===== src/rtl/mux8_rr_scheduler_if.sv =====
// Requester-bank <-> scheduler bus: requests and data in, grant, mux control and output back.
interface mux8_rr_scheduler_if;
  logic       en;
  logic [7:0] req;
  logic [7:0] a;
  logic [7:0] gnt;
  logic [2:0] sel;
  logic       mux_en;
  logic       y;
  logic       y_valid;

  modport master (
    output en, req, a,
    input  gnt, sel, mux_en, y, y_valid
  );

  modport slave (
    input  en, req, a,
    output gnt, sel, mux_en, y, y_valid
  );
endinterface


===== src/rtl/mux8_rr_scheduler.sv =====
// Round-robin scheduler sharing one 8:1 single-bit mux among 8 requesters, with a bounded
// hold time per grant and a registered mux output plus valid strobe.
module mux8_rr_scheduler #(
  parameter int unsigned MAX_HOLD = 4,
  parameter int unsigned CNT_W    = 4
) (
  input logic                 clk,
  input logic                 rst_n,
  mux8_rr_scheduler_if.slave  bus
);

  typedef enum logic [0:0] {StIdle, StGrant} state_e;

  state_e           state_q;
  logic [2:0]       ptr_q;
  logic [CNT_W-1:0] cnt_q;
  logic [7:0]       gnt_q;
  logic [2:0]       sel_q;
  logic             mux_en_q;
  logic             y_q;
  logic             y_valid_q;

  logic [2:0] sel_inc;
  logic [7:0] others;
  logic [2:0] idle_win;
  logic [2:0] next_win;
  logic       sel_req;
  logic       at_max;
  logic       grant_live;

  // First set bit scanning start, start+1, ... with 3-bit wrap; lowest offset wins.
  function automatic logic [2:0] rr_pick(input logic [7:0] r, input logic [2:0] start);
    logic [2:0] idx;
    rr_pick = start;
    for (int k = 7; k >= 0; k--) begin
      idx = start + 3'(k);
      if (r[idx]) rr_pick = idx;
    end
  endfunction

  always_comb begin
    sel_inc    = sel_q + 3'd1;
    others     = bus.req & ~(8'b1 << sel_q);
    idle_win   = rr_pick(bus.req, ptr_q);
    next_win   = rr_pick(others, sel_inc);
    sel_req    = bus.req[sel_q];
    at_max     = (cnt_q == CNT_W'(MAX_HOLD));
    grant_live = (state_q == StGrant) && bus.en && sel_req;
  end

  always_ff @(posedge clk or negedge rst_n) begin
    if (!rst_n) begin
      state_q   <= StIdle;
      ptr_q     <= 3'd0;
      cnt_q     <= '0;
      gnt_q     <= 8'd0;
      sel_q     <= 3'd0;
      mux_en_q  <= 1'b0;
      y_q       <= 1'b0;
      y_valid_q <= 1'b0;
    end else begin
      y_valid_q <= grant_live;
      if (grant_live) y_q <= bus.a[sel_q];

      unique case (state_q)
        StIdle: begin
          if (bus.en && (|bus.req)) begin
            state_q  <= StGrant;
            gnt_q    <= 8'b1 << idle_win;
            sel_q    <= idle_win;
            mux_en_q <= 1'b1;
            cnt_q    <= CNT_W'(1);
          end
        end
        StGrant: begin
          if (!bus.en) begin
            // Pointer deliberately left alone so re-enable resumes the same rotation.
            state_q  <= StIdle;
            gnt_q    <= 8'd0;
            mux_en_q <= 1'b0;
          end else if (!sel_req) begin
            ptr_q <= sel_inc;
            if (|others) begin
              gnt_q <= 8'b1 << next_win;
              sel_q <= next_win;
              cnt_q <= CNT_W'(1);
            end else begin
              state_q  <= StIdle;
              gnt_q    <= 8'd0;
              mux_en_q <= 1'b0;
            end
          end else if (at_max && (|others)) begin
            ptr_q <= sel_inc;
            gnt_q <= 8'b1 << next_win;
            sel_q <= next_win;
            cnt_q <= CNT_W'(1);
          end else if (!at_max) begin
            cnt_q <= cnt_q + CNT_W'(1);
          end
        end
        default: state_q <= StIdle;
      endcase
    end
  end

  assign bus.gnt     = gnt_q;
  assign bus.sel     = sel_q;
  assign bus.mux_en  = mux_en_q;
  assign bus.y       = y_q;
  assign bus.y_valid = y_valid_q;

endmodule


===== src/flat_wrapper.sv =====
// flat-port wrapper written by rule: the top's interface ports become plain ports
module mux8_rr_scheduler_flat 
#(
  parameter int unsigned MAX_HOLD = 4,
  parameter int unsigned CNT_W    = 4
)
  (clk, rst_n, bus_en, bus_req, bus_a, bus_gnt, bus_sel, bus_mux_en, bus_y, bus_y_valid);
  mux8_rr_scheduler_if bus_i ();
  input logic clk;
  input logic rst_n;
  input wire logic [$bits(bus_i.en)-1:0] bus_en;
  input wire logic [$bits(bus_i.req)-1:0] bus_req;
  input wire logic [$bits(bus_i.a)-1:0] bus_a;
  output wire logic [$bits(bus_i.gnt)-1:0] bus_gnt;
  output wire logic [$bits(bus_i.sel)-1:0] bus_sel;
  output wire logic [$bits(bus_i.mux_en)-1:0] bus_mux_en;
  output wire logic [$bits(bus_i.y)-1:0] bus_y;
  output wire logic [$bits(bus_i.y_valid)-1:0] bus_y_valid;
  assign bus_i.en = bus_en;
  assign bus_i.req = bus_req;
  assign bus_i.a = bus_a;
  assign bus_gnt = bus_i.gnt;
  assign bus_sel = bus_i.sel;
  assign bus_mux_en = bus_i.mux_en;
  assign bus_y = bus_i.y;
  assign bus_y_valid = bus_i.y_valid;
  mux8_rr_scheduler #(.MAX_HOLD(MAX_HOLD), .CNT_W(CNT_W)) u_core (.clk(clk), .rst_n(rst_n), .bus(bus_i));
endmodule

===== config.mk =====
export PLATFORM = sky130hd
export DESIGN_NAME = mux8_rr_scheduler_flat
export DESIGN_NICKNAME = d
export VERILOG_FILES = /design/src/rtl/mux8_rr_scheduler_if.sv /design/src/rtl/mux8_rr_scheduler.sv /design/src/flat_wrapper.sv
export SDC_FILE = /design/constraint.sdc
export NUM_CORES = 1
export LEC_CHECK = 0
export CAP_MARGIN = 20
export CORE_MARGIN = 2
export CORE_UTILIZATION = 45
export DETAILED_ROUTE_END_ITERATION = 16
export DONT_BUFFER_PORTS = 1
export PLACE_DENSITY = 0.57
export SYNTH_ARGS = -nofsm -noshare
export SYNTH_HDL_FRONTEND = slang
export SYNTH_SLANG_ARGS = --single-unit

===== constraint.sdc =====
create_clock -name clk -period 4.7 [get_ports clk]
set_input_delay 0.705 -clock clk [delete_from_list [all_inputs] [get_ports clk]]
set_output_delay 0.705 -clock clk [all_outputs]
set_load 0.005 [all_outputs]

* Word-level counts from Yosys, hierarchy flattened
Index checks and enable logic that the tools add are counted.
** Storage, ports and cells
- Memories kept :: 0
- ROM bits :: 0
- Flip-flop bits (word level) :: 22
- Output and inout bits :: 14
- Memory bits (writable) :: 0
- Input bits :: 19
- Latch bits :: 0
- Logic and storage cells :: 151
** Operators by class
- Muxes and demuxes :: 83
- Eq/ne operators :: 10
- Bitwise logic cells :: 3
- $mul :: 0
- $lt $le $gt $ge :: 17
- Div/mod/pow operators :: 0
- Reduce and logical (&&, ||, !) cells :: 11
- Shift operators :: 3
- Add/sub/neg operators :: 16
** Operators with widths (number)
- $mux 3 :: 23
- $lt 3x4->1 const B :: 17
- $bmux 1 s3 :: 18
- $mux 8 :: 5
- $mux 1 :: 26
- $add 3x3->3 const B :: 8
- $mux 4 :: 6
- $shl 1x3->8 const A :: 3
- $pmux 8 s2 :: 1
- $reduce_or 8->1 :: 2
- $add 3x2->3 const B :: 4
- $ne 3x3->1 const B :: 4
- $add 3x1->3 const B :: 3
- $and 8x8->8 :: 1
- $ne 4x4->1 const B :: 2
- $not 8->8 :: 1
- $pmux 4 s2 :: 1
- $reduce_and 4->1 :: 2
- $pmux 3 s2 :: 1
- $reduce_and 3->1 :: 2
- $add 4x1->4 const B :: 1
- $eq 4x3->1 const B :: 1
- $logic_and 1x1->1 :: 4
- $ne 2x2->1 const B :: 2
- 4 further kinds :: 5

* Depth between registers and ports, before layout
Gate-level depths: netlist (run 1).
- Word-level depth :: 18
- Mapped depth :: 14
- Gate-level depth less buffers :: 10

* Worst setup path before layout (run 1)
No wires, ideal clock.
- Kind :: reg2reg
- Start :: register u_core.ptr_q[0]
- End :: register u_core.gnt_q[4], in the netlist u_core.bus.gnt[4]
- Path buffers :: 4
- Arrival time :: 3454 ps
- Period minus slack after synthesis :: 3580 ps
- Setup time :: 126 ps
- Required time :: 4574 ps
- Slack :: 1120 ps
- Cell stages (with the launch flop) :: 15
- Path through :: dfrtp_1 > buf_2 > buf_2 > buf_2 > inv_1 > ha_1 > buf_2 > mux4_2 > mux2i_1 > nor2_1 > a221oi_1 > o221ai_1 > o211ai_2 > nor2_1 > a221o_1
** On the way
- Cells in the longest elaborated chain, start to end :: 14
- Elaborated cells between the ends (all ways) :: 34
- Those cells by class :: add/sub (7); shift (1); mux (26)
** RTL lines
- from (decl) :: line mux8_rr_scheduler.sv:15 : logic [2:0] ptr_q;
- from (signal assigned) :: line mux8_rr_scheduler.sv:82 : ptr_q <= sel_inc;
- from (signal assigned) :: line mux8_rr_scheduler.sv:93 : ptr_q <= sel_inc;
- $add 3x3->3 :: line mux8_rr_scheduler.sv:36 : idx = start + 3'(k);
- $bmux 1 s3 :: line mux8_rr_scheduler.sv:37 : if (r[idx]) rr_pick = idx;
- $mux 1 (implied by the code) :: line mux8_rr_scheduler.sv:37
- $mux 3 (7 in a row) :: line mux8_rr_scheduler.sv:37
- $mux 3 * :: line mux8_rr_scheduler.sv:37
- $shl 1x3->8 * :: line mux8_rr_scheduler.sv:69 : gnt_q <= 8'b1 << idle_win;
- $mux 8 * :: line mux8_rr_scheduler.sv:67 : if (bus.en && (|bus.req)) begin
- $pmux 8 s2 * :: line mux8_rr_scheduler.sv:65 : unique case (state_q)
- to (signal assigned) :: line mux8_rr_scheduler.sv:69
- to (signal assigned) :: line mux8_rr_scheduler.sv:84 : gnt_q <= 8'b1 << next_win;
- to (signal assigned) :: line mux8_rr_scheduler.sv:94 : gnt_q <= 8'b1 << next_win;
- to (decl) :: line mux8_rr_scheduler.sv:17 : logic [7:0] gnt_q;
Mark *: on every way between the ends. The rest lies on a longest branch, timed or not. The select of a mux whose other input is x is not followed.
A chain may end at the register's enable or synchronous reset.

* Final worst setup path (run 1)
- Start :: register u_core.sel_q[2], in the netlist u_core.bus.sel[2]
- End :: register u_core.gnt_q[0], in the netlist u_core.bus.gnt[0]
** On the way
- Cells in the longest elaborated chain, start to end :: 18
- Elaborated cells between the ends (all ways) :: 47
- Those cells by class :: add/sub (8); eq/ne (1); shift (2); mux (31); bitwise (2); reduce/logical (3)
** RTL lines
- from (decl) :: line mux8_rr_scheduler.sv:18 : logic [2:0] sel_q;
- from (signal assigned) :: line mux8_rr_scheduler.sv:70 : sel_q <= idle_win;
- from (signal assigned) :: line mux8_rr_scheduler.sv:85 : sel_q <= next_win;
- from (signal assigned) :: line mux8_rr_scheduler.sv:95 : sel_q <= next_win;
- parallel branches: the longest is 18 deep, another holds $add 3x1->3
Parallel ways; which one is timed is not known. The select of a mux whose other input is x is not followed.

==> out/qor.yml, run 1 <==
status: "completed"
period_share_pct: 85.7
syn_inst: 374
wirelength_um: 9210
root_buffer: "clkbuf_8"
synth_edf_count: 0
fin_nets: 385
final_common_cell: "nand2_1"
crit_buf_inv: 2
wl_per_cell_um: 20.4
pre_cts_ws_ns: 0.746
setup_slack_ns: 0.674
drive_above_1_share_pct: 15.0
die_y_um: 89.6
synthFlopType: "dfrtp_1"
grt_first_pass_wirelength_um: 14800
die-area_mm2: 0.00803
syn2layout_area_growth_pct: 2.54
portBuffers: 0
fillers: 713
grtUsageMet3_pct: 2.56
antenna_cells: 0
hp-class: "primary input to asynchronous set/reset pin"
met2_usage_pct: 38.4
netlist_area_mm2: 0.00330
grt_max_degree: 32
dp_hpwl_um: 6940
globalRouteMet1Util_pct: 34.0
post-cts-setup-buffers: 0
num_rows: 31
via_per_inst: 6.74
cts.clk_slew.worst_paths_ns: 0.08
setup.worst_path.start: "u_core.bus.sel[2]"
worst_ep_required_time_ns: 4.85
synth_area_per_cell_um2: 8.82
yosys_warnings: 0
r2r_slack_ns: 0.67
gr-max-usage-layer: "met2"
finalSetupTns_ns: 0
drtAntennaViolNets: 0
endpoint: "u_core.bus.gnt[0]"
critPathLaunchType: "flop"
critical-path-slowest-cell: "dfrtp_1"
final_cell_mix: "26 x nand2_1, 23 x nor2_1, 22 x mux2i_1, 22 x dfrtp_1, 20 x mux4_2"
fmax_mhz: 248
synth_seq_cells: 22
post-route-min-period_ns: 4.03
clock_skew_ns: 0.00269
tightest_slew_ns: 0.880
cts_hold_buf: 0
cts_tree: "yes"
hold_violations: 0
slew_violations: 0
cap_violations: 0
critPathTopFamily: "compound AO/OA/AOI/OAI gates"
dr.first_iter.drc_count: 275
start_util_pct: 45.9
io_pins: 33
grt_use_total_pct: 23.4
r2r_cells: 10
relSlewSlack_pct: 41.1
r2r_end: "u_core.bus.gnt[0]"
cts.sink_count: 22
design_area_mm2: 0.00338
rsz0062_at_grt: "false"
die_w_um: 89.6
h-tree-depth: 1
synth.distinct_cells: 75
cp_max_fo: 19
dr_total_vias: 3046
async_reset_ff_share_pct: 100
setup_violations: 0
antenna_found_initial: 0
numCtsBuffers: 3
dpl_cell_area_mm2: 0.00331
core-area_mm2: 0.00718
clock_latency_ns: 0.26
first_global_vias: 2869
place_congestion: 0.903
drtPass1Iterations: 5
arrival_ns: 4.17
post_cts_resized: 0
path_cells: "clkinv_1 > ha_1 > inv_1 > nor2_1 > o32ai_2 > nor4_1 > a2111oi_2 > nand3_1 > and3_1 > a221o_1"
ys_seq_area_share_pct: 16.7
cp.depth: 10
clock_path_buffers: 2
syn-num-nets: 405
r2r_start: "u_core.bus.sel[2]"
slowest_delay_ns: 0.67
drc: 0
end_kind: "flop"
crit_type: "flop to flop"
grt_overflow: 0
==> stage by stage <==
| stage | cells | util (%) | hold WS (ns) |
|---|---|---|---|
| floorplan | 374 | - | 0.409 |
| global placement | 448 | 46.1 | 0.410 |
| detailed placement | 448 | 46.1 | 0.410 |
| CTS | 452 | 47.1 | 0.123 |
| global route | 452 | 47.1 | 0.108 |
| finish | 452 | 47.1 | 0.126 |
==> layout make-up <==
class / count / area [µm²] / share of cell area, %
inverters: 19 / 73.8 / 2.18
repair buffers: 4 / 30.0 / 0.888
clock buffers: 3 / 41.3 / 1.22
multi-input cells: 304 / 2530 / 74.9
clock inverters: 1 / 30.0 / 0.888
flip-flops and latches: 22 / 551 / 16.3
well taps: 99 / 124 / 3.66
==> state kept, by name, summed over array words and instances, names as in the netlist <==
register,cells
u_core.state_q,1
u_core.bus.y_valid,1
u_core.bus.gnt,8
u_core.cnt_q,4
u_core.bus.mux_en,1
u_core.bus.y,1
u_core.ptr_q,3
u_core.bus.sel,3
==> metal layers <==
metal	wire, µm	part of all wire (%)
met1	4290	47
met2	4460	48
met3	377	4.1
met4	74	0.80
met5	0	0
==> worst min path at each step <==
stage / from / endpoint / cells after the start
2_1_floorplan: rst_n / u_core.bus.gnt[0] / 0
3_3_place_gp: rst_n / u_core.cnt_q[1] / 0
3_5_place_dp: rst_n / u_core.cnt_q[1] / 0
4_1_cts: rst_n / u_core.cnt_q[1] / 0
5_1_grt: rst_n / u_core.cnt_q[1] / 0
6_report: rst_n / u_core.cnt_q[1] / 0
==> worst register-to-register path, cell delays in order (launching register included) <==
cell and delay (ns):
dfrtp_1 0.67, clkinv_1 0.37, ha_1 0.63, inv_1 0.41, nor2_1 0.11, o32ai_2 0.43, nor4_1 0.14, a2111oi_2 0.40
nand3_1 0.21, and3_1 0.23, a221o_1 0.30
==> cells by family (layout without fill, tap and decap cells) <==
family / after synthesis / in the layout / synth area share, %
flip-flops: 22 / 22 / 16.7
AND/OR/NAND/NOR: 108 / 108 / 16.6
XOR/XNOR: 9 / 9 / 2.85
buffers and inverters: 48 / 27 / 6.53
AO/OA/AOI/OAI: 118 / 118 / 26.6
multiplexers: 57 / 57 / 26.1
adder cells (fa/ha/maj): 12 / 12 / 4.55
==> synthesized netlist by cell type (5+ instances only) <==
| cell type | count | area share (%) |
|---|---|---|
| o21ai_0 | 18 | 2.7 |
| dfrtp_1 | 22 | 17 |
| mux4_2 | 20 | 14 |
| buf_2 | 8 | 1.2 |
| a211oi_1 | 7 | 1.6 |
| inv_1 | 17 | 1.9 |
| mux2i_1 | 22 | 6.7 |
| and2_1 | 5 | 0.95 |
| a21oi_1 | 17 | 2.6 |
| nor3_1 | 7 | 1.1 |
| nand3_1 | 14 | 2.1 |
| o211ai_1 | 10 | 2.3 |
| mux2_2 | 10 | 3.4 |
| clkbuf_1 | 18 | 2.0 |
| ha_1 | 12 | 4.6 |
| and3_1 | 7 | 1.3 |
| o221ai_1 | 5 | 1.3 |
| nand2_1 | 26 | 3.0 |
| a22oi_1 | 7 | 1.6 |
| nor2b_1 | 8 | 1.5 |
| nor2_1 | 23 | 2.6 |
Power of run 1 is left out: the tool's default activity adds up to more than one toggle a clock period on the data nets, which glitch-free logic cannot reach.
==> inputs of run 2 (changes only) <==
Settings changed: ABC_AREA set to 1.
==> run 2 against run 1 <==
Effect of this change: cell count up 21%; register-to-register slack better by 0.84 ns; die area down 14%; count of clock-buffer cells in the layout up 1; synthesized area down 14%; critical path depth up 10; critical endpoint is now u_core.bus.gnt[7]; largest cell class unchanged.
==> out/qor.yml, run 2 <==
status: "completed"  # unchanged
ys_seq_area_share_pct: 19.5  # was 16.7%
cp_max_fo: 11  # was 19
dr_total_vias: 2894  # was 3046
end_kind: "flop"  # unchanged
antenna_cells: 0  # unchanged
die_w_um: 83.2  # was 89.6 µm
drtAntennaViolNets: 0  # unchanged
hold_violations: 0  # unchanged
drtPass1Iterations: 4  # was 5
die-area_mm2: 0.00692  # was 0.00803 mm²
core-area_mm2: 0.00599  # was 0.00718 mm²
grt_first_pass_wirelength_um: 12900  # was 14800 µm
yosysTopAreaCellShare_pct: 19.7  # was 16.7%
hp-class: "primary input to asynchronous set/reset pin"  # unchanged
fmax_mhz: 313  # was 248 MHz
antenna_found_initial: 0  # unchanged
clock_latency_ns: 0.26  # about the same
first_global_vias: 2599  # was 2869
dp.cells: 545  # was 448
ys_top_cells_by_area: "nand2_1 20%, dfrtp_1 19%, nand3_1 14%"  # was dfrtp_1 17%, mux4_2 14%, mux2i_1 6.7%
root_buffer: "clkbuf_8"  # unchanged
dr.first_iter.drc_count: 114  # was 275
grtUsageMet3_pct: 3.78  # was 2.56%
setup_slack_ns: 1.51  # was 0.674 ns
start_util_pct: 47.1  # was 45.9%
io_pins: 33  # unchanged
pre_cts_ws_ns: 1.58  # was 0.746 ns
num_rows: 28  # was 31
path_cells: "inv_1 > ha_1 > inv_2 > nand2_1 > nand2_2 > nand3_1 > nand3_1 > nand2_1 > nand2_1 > nand2_1 > nand2_1 > nand2_1 > nand2_1 > nand2_2 > nand3_1 > nand2_2 > nand3_2 > nor2_1 > nor2_1 > nor2_1"  # was clkinv_1 > ha_1 > inv_1 > nor2_1 > o32ai_2 > nor4_1 > a2111oi_2 > nand3_1 > and3_1 > a221o_1
synth_seq_cells: 22  # unchanged
synth_area_leader_cell: "nand2_1"  # was dfrtp_1
async_reset_ff_share_pct: 100  # unchanged
largest_register_ffs: 8  # unchanged
final_cells: 549  # was 452
slew_violations: 0  # unchanged
crit_type: "flop to flop"  # unchanged
cap_violations: 0  # unchanged
dpl_cell_area_mm2: 0.00284  # was 0.00331 mm²
rsz0062_at_grt: "false"  # unchanged
synthFlopType: "dfrtp_1"  # unchanged
synth_commonest_cells: "148 x nand2_1, 79 x nand3_1, 56 x inv_1"  # was 26 x nand2_1, 23 x nor2_1, 22 x dfrtp_1, 22 x mux2i_1, 20 x mux4_2
via_per_inst: 5.27  # was 6.74
cts.clk_slew.worst_paths_ns: 0.08  # about the same
final_common_cell: "nand2_1"  # unchanged
h-tree-depth: 1  # unchanged
die_y_um: 83.2  # was 89.6 µm
syn_inst: 480  # was 374
portBuffers: 0  # unchanged
finalSetupTns_ns: 0  # unchanged
design_area_mm2: 0.00289  # was 0.00338 mm²
yosys_warnings: 0  # unchanged
netlist_area_mm2: 0.00282  # was 0.00330 mm²
slowest_delay_ns: 0.62  # was 0.67 ns
wirelength_um: 7710  # was 9210 µm
arrival_ns: 3.39  # was 4.17 ns
grt_overflow: 0  # unchanged
synth_most_common_cell: "nand2_1"  # unchanged
cts_hold_buf: 0  # unchanged
drive_above_1_share_pct: 12.2  # was 15.0%
post-route-min-period_ns: 3.19  # was 4.03 ns
critical-path-slowest-cell: "ha_1"  # was dfrtp_1
cts_tree: "yes"  # unchanged
clock_path_buffers: 2  # unchanged
critPathLaunchType: "flop"  # unchanged
tightest_slew_ns: 1.13  # was 0.880 ns
wl_per_cell_um: 14.0  # was 20.4 µm
dp_hpwl_um: 6160  # was 6940 µm
setup.worst_path.start: "u_core.bus.sel[1]"  # was u_core.bus.sel[2]
synth_edf_count: 0  # unchanged
numCtsBuffers: 3  # unchanged
place_congestion: 0.934  # was 0.903
r2r_start: "u_core.bus.sel[1]"  # was u_core.bus.sel[2]
syn2layout_area_growth_pct: 2.35  # was 2.54%
synth.distinct_cells: 31  # was 75
worst_ep_required_time_ns: 4.90  # was 4.85 ns
drc: 0  # unchanged
relSlewSlack_pct: 23.5  # was 41.1%
cp_common_cell: "nand2_1"
synth_area_per_cell_um2: 5.88  # was 8.82 µm²
clock_skew_ns: 0.00468  # was 0.00269 ns
period_share_pct: 67.9  # was 85.7%
grt_max_degree: 23  # was 32
final_cell_mix: "148 x nand2_1, 79 x nand3_1, 56 x inv_1, 40 x nor2_1, 22 x dfrtp_1"  # was 26 x nand2_1, 23 x nor2_1, 22 x mux2i_1, 22 x dfrtp_1, 20 x mux4_2
globalRouteMet1Util_pct: 31.7  # was 34.0%
setup_violations: 0  # unchanged
syn-num-nets: 511  # was 405
gr-max-usage-layer: "met2"  # unchanged
grt_use_total_pct: 22.2  # was 23.4%
post-cts-setup-buffers: 0  # unchanged
cts.sink_count: 22  # unchanged
post_cts_resized: 0  # unchanged
fin_nets: 506  # was 385
met2_usage_pct: 35.6  # was 38.4%
## run 2: cells by family after synthesis
| family | share of synthesized area, % |
|---|---|
| AO/OA/AOI/OAI | 10.4 |
| XOR/XNOR | 0.931 |
| adder cells (fa/ha/maj) | 5.32 |
| buffers and inverters | 12.0 |
| flip-flops | 19.5 |
| AND/OR/NAND/NOR | 51.9 |
## run 2: critical path: cells and delay by family, from the launching register on
family | cells | cell delay (ns)
fa+ha+maj | 1 | 0.62
buf+inv | 2 | 0.44
flops | 1 | 0.58
simple gates | 17 | 1.50
## run 2: worst paths after layout
kind	end	slack, ns	cells after the start
max	u_core.bus.gnt[7]	1.51	20
min	u_core.ptr_q[2]	0.13	0
max reg2reg	u_core.bus.gnt[7]	1.51	20
min reg2reg	u_core.cnt_q[2]	0.50	1
max in group asynchronous	u_core.cnt_q[1]	4.49	0
min in group clk	u_core.cnt_q[2]	0.50	1
## run 2: cell type report
type | count | area, µm²
inverters | 66 | 248
clock buffers | 4 | 55.1
well taps | 75 | 93.8
flip-flops and latches | 22 | 551
fillers | 670 | 3100
multi-input cells | 381 | 1940
repair buffers | 1 | 7.51
## run 2: through the flow
step,hold slack [ns],utilization (%)
final,0.126,48.2
after global routing,0.111,48.2
after CTS,0.123,48.2
after detailed placement,0.410,47.3
after global placement,0.410,47.3
after floorplan,0.409,-
## run 2: metal layers
layer  wire length (µm)  vias up
met3                334        8
met2               3550       75
met1               3700     1277
li1                   -     1534
met4                133        0
met5                  0        -
Power of run 2 is left out for the same reason.
==> inputs of run 3 (changes only) <==
Settings changed: ABC_AREA 1 to 0, PLACE_DENSITY 0.57 to 0.59.
Clock period 4.7 ns to 2.9 ns, I/O delays scaled along.
==> run 3 against run 2 <==
Effect of this change: via count is 20% higher; count of clock-buffer cells in the layout stayed put; global-route usage is 4.1 points higher; register-to-register slack worse by 1.6 ns; core utilization is 18 points higher; final area is 63% higher; critical path type unchanged; the flow now finishes with violations (negative setup slack); fmax is 7.9% higher; sequential share of layout area is 7.3 points lower; routed wire length is 42% higher; cell count is 0.55% lower; critical path depth is 9 lower; clock skew is 0.0011 ns lower.
==> out/qor.yml, run 3 (same netlist as run 1, synthesis figures left out) <==
status: "finished with violations"  # was completed
violations: "negative setup slack"
setup_slack_ns: -0.0566  # was 1.51 ns
arrival_ns: 3.11  # was 3.39 ns
wirelength_um: 11000  # was 7710 µm
clock_skew_ns: 0.00359  # was 0.00468 ns
dp_hpwl_um: 7850  # was 6160 µm
via_per_inst: 6.37  # was 5.27
period_share_pct: 102  # was 67.9%
final_cell_mix: "79 x buf_4, 26 x nand2_1, 21 x nor2_1, 20 x mux4_2, 18 x dfrtp_1"  # was 148 x nand2_1, 79 x nand3_1, 56 x inv_1, 40 x nor2_1, 22 x dfrtp_1
die-area_mm2: 0.00803  # was 0.00692 mm²
grt_overflow: 0  # unchanged
grt_max_degree: 23  # unchanged
crit_type: "flop to flop"  # unchanged
hp-class: "primary input to asynchronous set/reset pin"  # unchanged
dp.cells: 523  # was 545
cts.sink_count: 22  # unchanged
drc: 0  # unchanged
clock_latency_ns: 0.27  # was 0.26 ns
dr.first_iter.drc_count: 197  # was 114
dr_total_vias: 3480  # was 2894
first_global_vias: 3221  # was 2599
start_util_pct: 45.9  # was 47.1%
root_buffer: "clkbuf_8"  # unchanged
holdWs_ns: 0.423  # was 0.126 ns
post-route-min-period_ns: 2.96  # was 3.19 ns
core-area_mm2: 0.00718  # was 0.00599 mm²
drtAntennaViolNets: 0  # unchanged
pre_cts_ws_ns: -0.276  # was 1.58 ns
r2r_slack_ns: -0.06  # was 1.51 ns
die_y_um: 89.6  # was 83.2 µm
cap_violations: 0  # unchanged
r2r_cells: 11  # was 20
cts_tree: "yes"  # unchanged
hold_violations: 0  # unchanged
io_pins: 33  # unchanged
grt_first_pass_wirelength_um: 16400  # was 12900 µm
r2r_start: "u_core.bus.sel[0]"  # was u_core.bus.sel[1]
r2r_end: "u_core.bus.gnt[0]"  # was u_core.bus.gnt[7]
drive_above_1_share_pct: 47.9  # was 12.2%
fmax_mhz: 338  # was 313 MHz
end_kind: "flop"  # unchanged
setup_violations: 5  # was 0
fin_nets: 479  # was 506
h-tree-depth: 1  # unchanged
antenna_found_initial: 1  # was 0
num_rows: 31  # was 28
drtPass1Iterations: 5  # was 4
final_common_cell: "buf_4"  # was nand2_1
wl_per_cell_um: 20.1  # was 14.0 µm
rsz0062_at_grt: "true"  # was false
numCtsBuffers: 3  # unchanged
grt_use_total_pct: 26.3  # was 22.2%
worst_ep_required_time_ns: 3.05  # was 4.90 ns
tightest_slew_ns: 0.644  # was 1.13 ns
cts.clk_slew.worst_paths_ns: 0.08  # about the same
critPathLaunchType: "flop"  # unchanged
slew_violations: 0  # unchanged
place_congestion: 0.927  # was 0.934
relSlewSlack_pct: 57.0  # was 23.5%
fillers: 572  # was 670
portBuffers: 0  # unchanged
die_w_um: 89.6  # was 83.2 µm
largest_register_ffs: 8  # unchanged
cp_max_fo: 6  # was 11
antenna_cells: 0  # unchanged
syn2layout_area_growth_pct: 43.3  # was 2.35%
final-seq-area_um2: 556  # was 551 µm²
final_cells: 546  # was 549
clock_path_buffers: 2  # unchanged
multi_input_area_mm2: 0.00304  # was 0.00194 mm²
-- run 3: how the worst max path moves through the flow --
stage	start	to	slack, ns
detailed placement	u_core.bus.sel[0]	u_core.bus.gnt[4]	-0.28
floorplan	u_core.bus.sel[0]	u_core.bus.gnt[0]	-0.30
global placement	u_core.bus.sel[0]	u_core.bus.gnt[4]	-0.18
CTS	u_core.bus.sel[0]	u_core.bus.gnt[0]	-0.02
global route	u_core.ptr_q[0]	u_core.bus.gnt[6]	-0.14
finish	u_core.bus.sel[0]	u_core.bus.gnt[0]	-0.06
-- run 3: final cells by class --
class / count / area share, %
Clock buffer: 4 / 1.17
Multi-Input combinational cell: 304 / 64.4
Tap cell: 99 / 2.62
Inverter: 19 / 1.62
Sequential cell: 22 / 11.8
Timing Repair Buffer: 98 / 18.4
-- run 3: through the flow --
| step | util [%] | area [µm²] | TNS (ns) |
|---|---|---|---|
| 6_report | 65.8 | 4720 | -0.201 |
| 5_1_grt | 65.8 | 4720 | -0.925 |
| 4_1_cts | 60.2 | 4320 | -0.0332 |
| 3_5_place_dp | 55.3 | 3970 | -2.02 |
| 3_3_place_gp | 55.3 | 3970 | -1.21 |
| 2_1_floorplan | - | 3430 | -1.91 |
-- run 3: timing repair --
item / CTS / global route
buffers inserted: 5 / 11
setup endpoints to repair: 11 / 11
gates resized for setup: 49 / 61
hold buffers: 1 / 0
pin swaps: 17 / 32
hold endpoints to repair: 22 / 0
cloned: 1 / 1
-- run 3: routing by layer --
metal	up-vias	GRT usage [%]	routed length, µm
li1	1617	-	-
met5	-	0	11
met1	1679	34.6	4610
met4	2	9.77	425
met2	142	43.7	5240
met3	40	4.02	671
-- run 3: worst max-delay path: stages, from the launching register on --
cell	delay, ns
dfrtp_2	0.50
ha_4	0.20
ha_4	0.15
nor2b_1	0.06
mux4_2	0.55
buf_4	0.19
mux2i_4	0.18
o21ai_2	0.09
o41a_1	0.41
nand3_4	0.11
nor3_4	0.07
a221o_1	0.32
Power of run 3 is left out for the same reason.
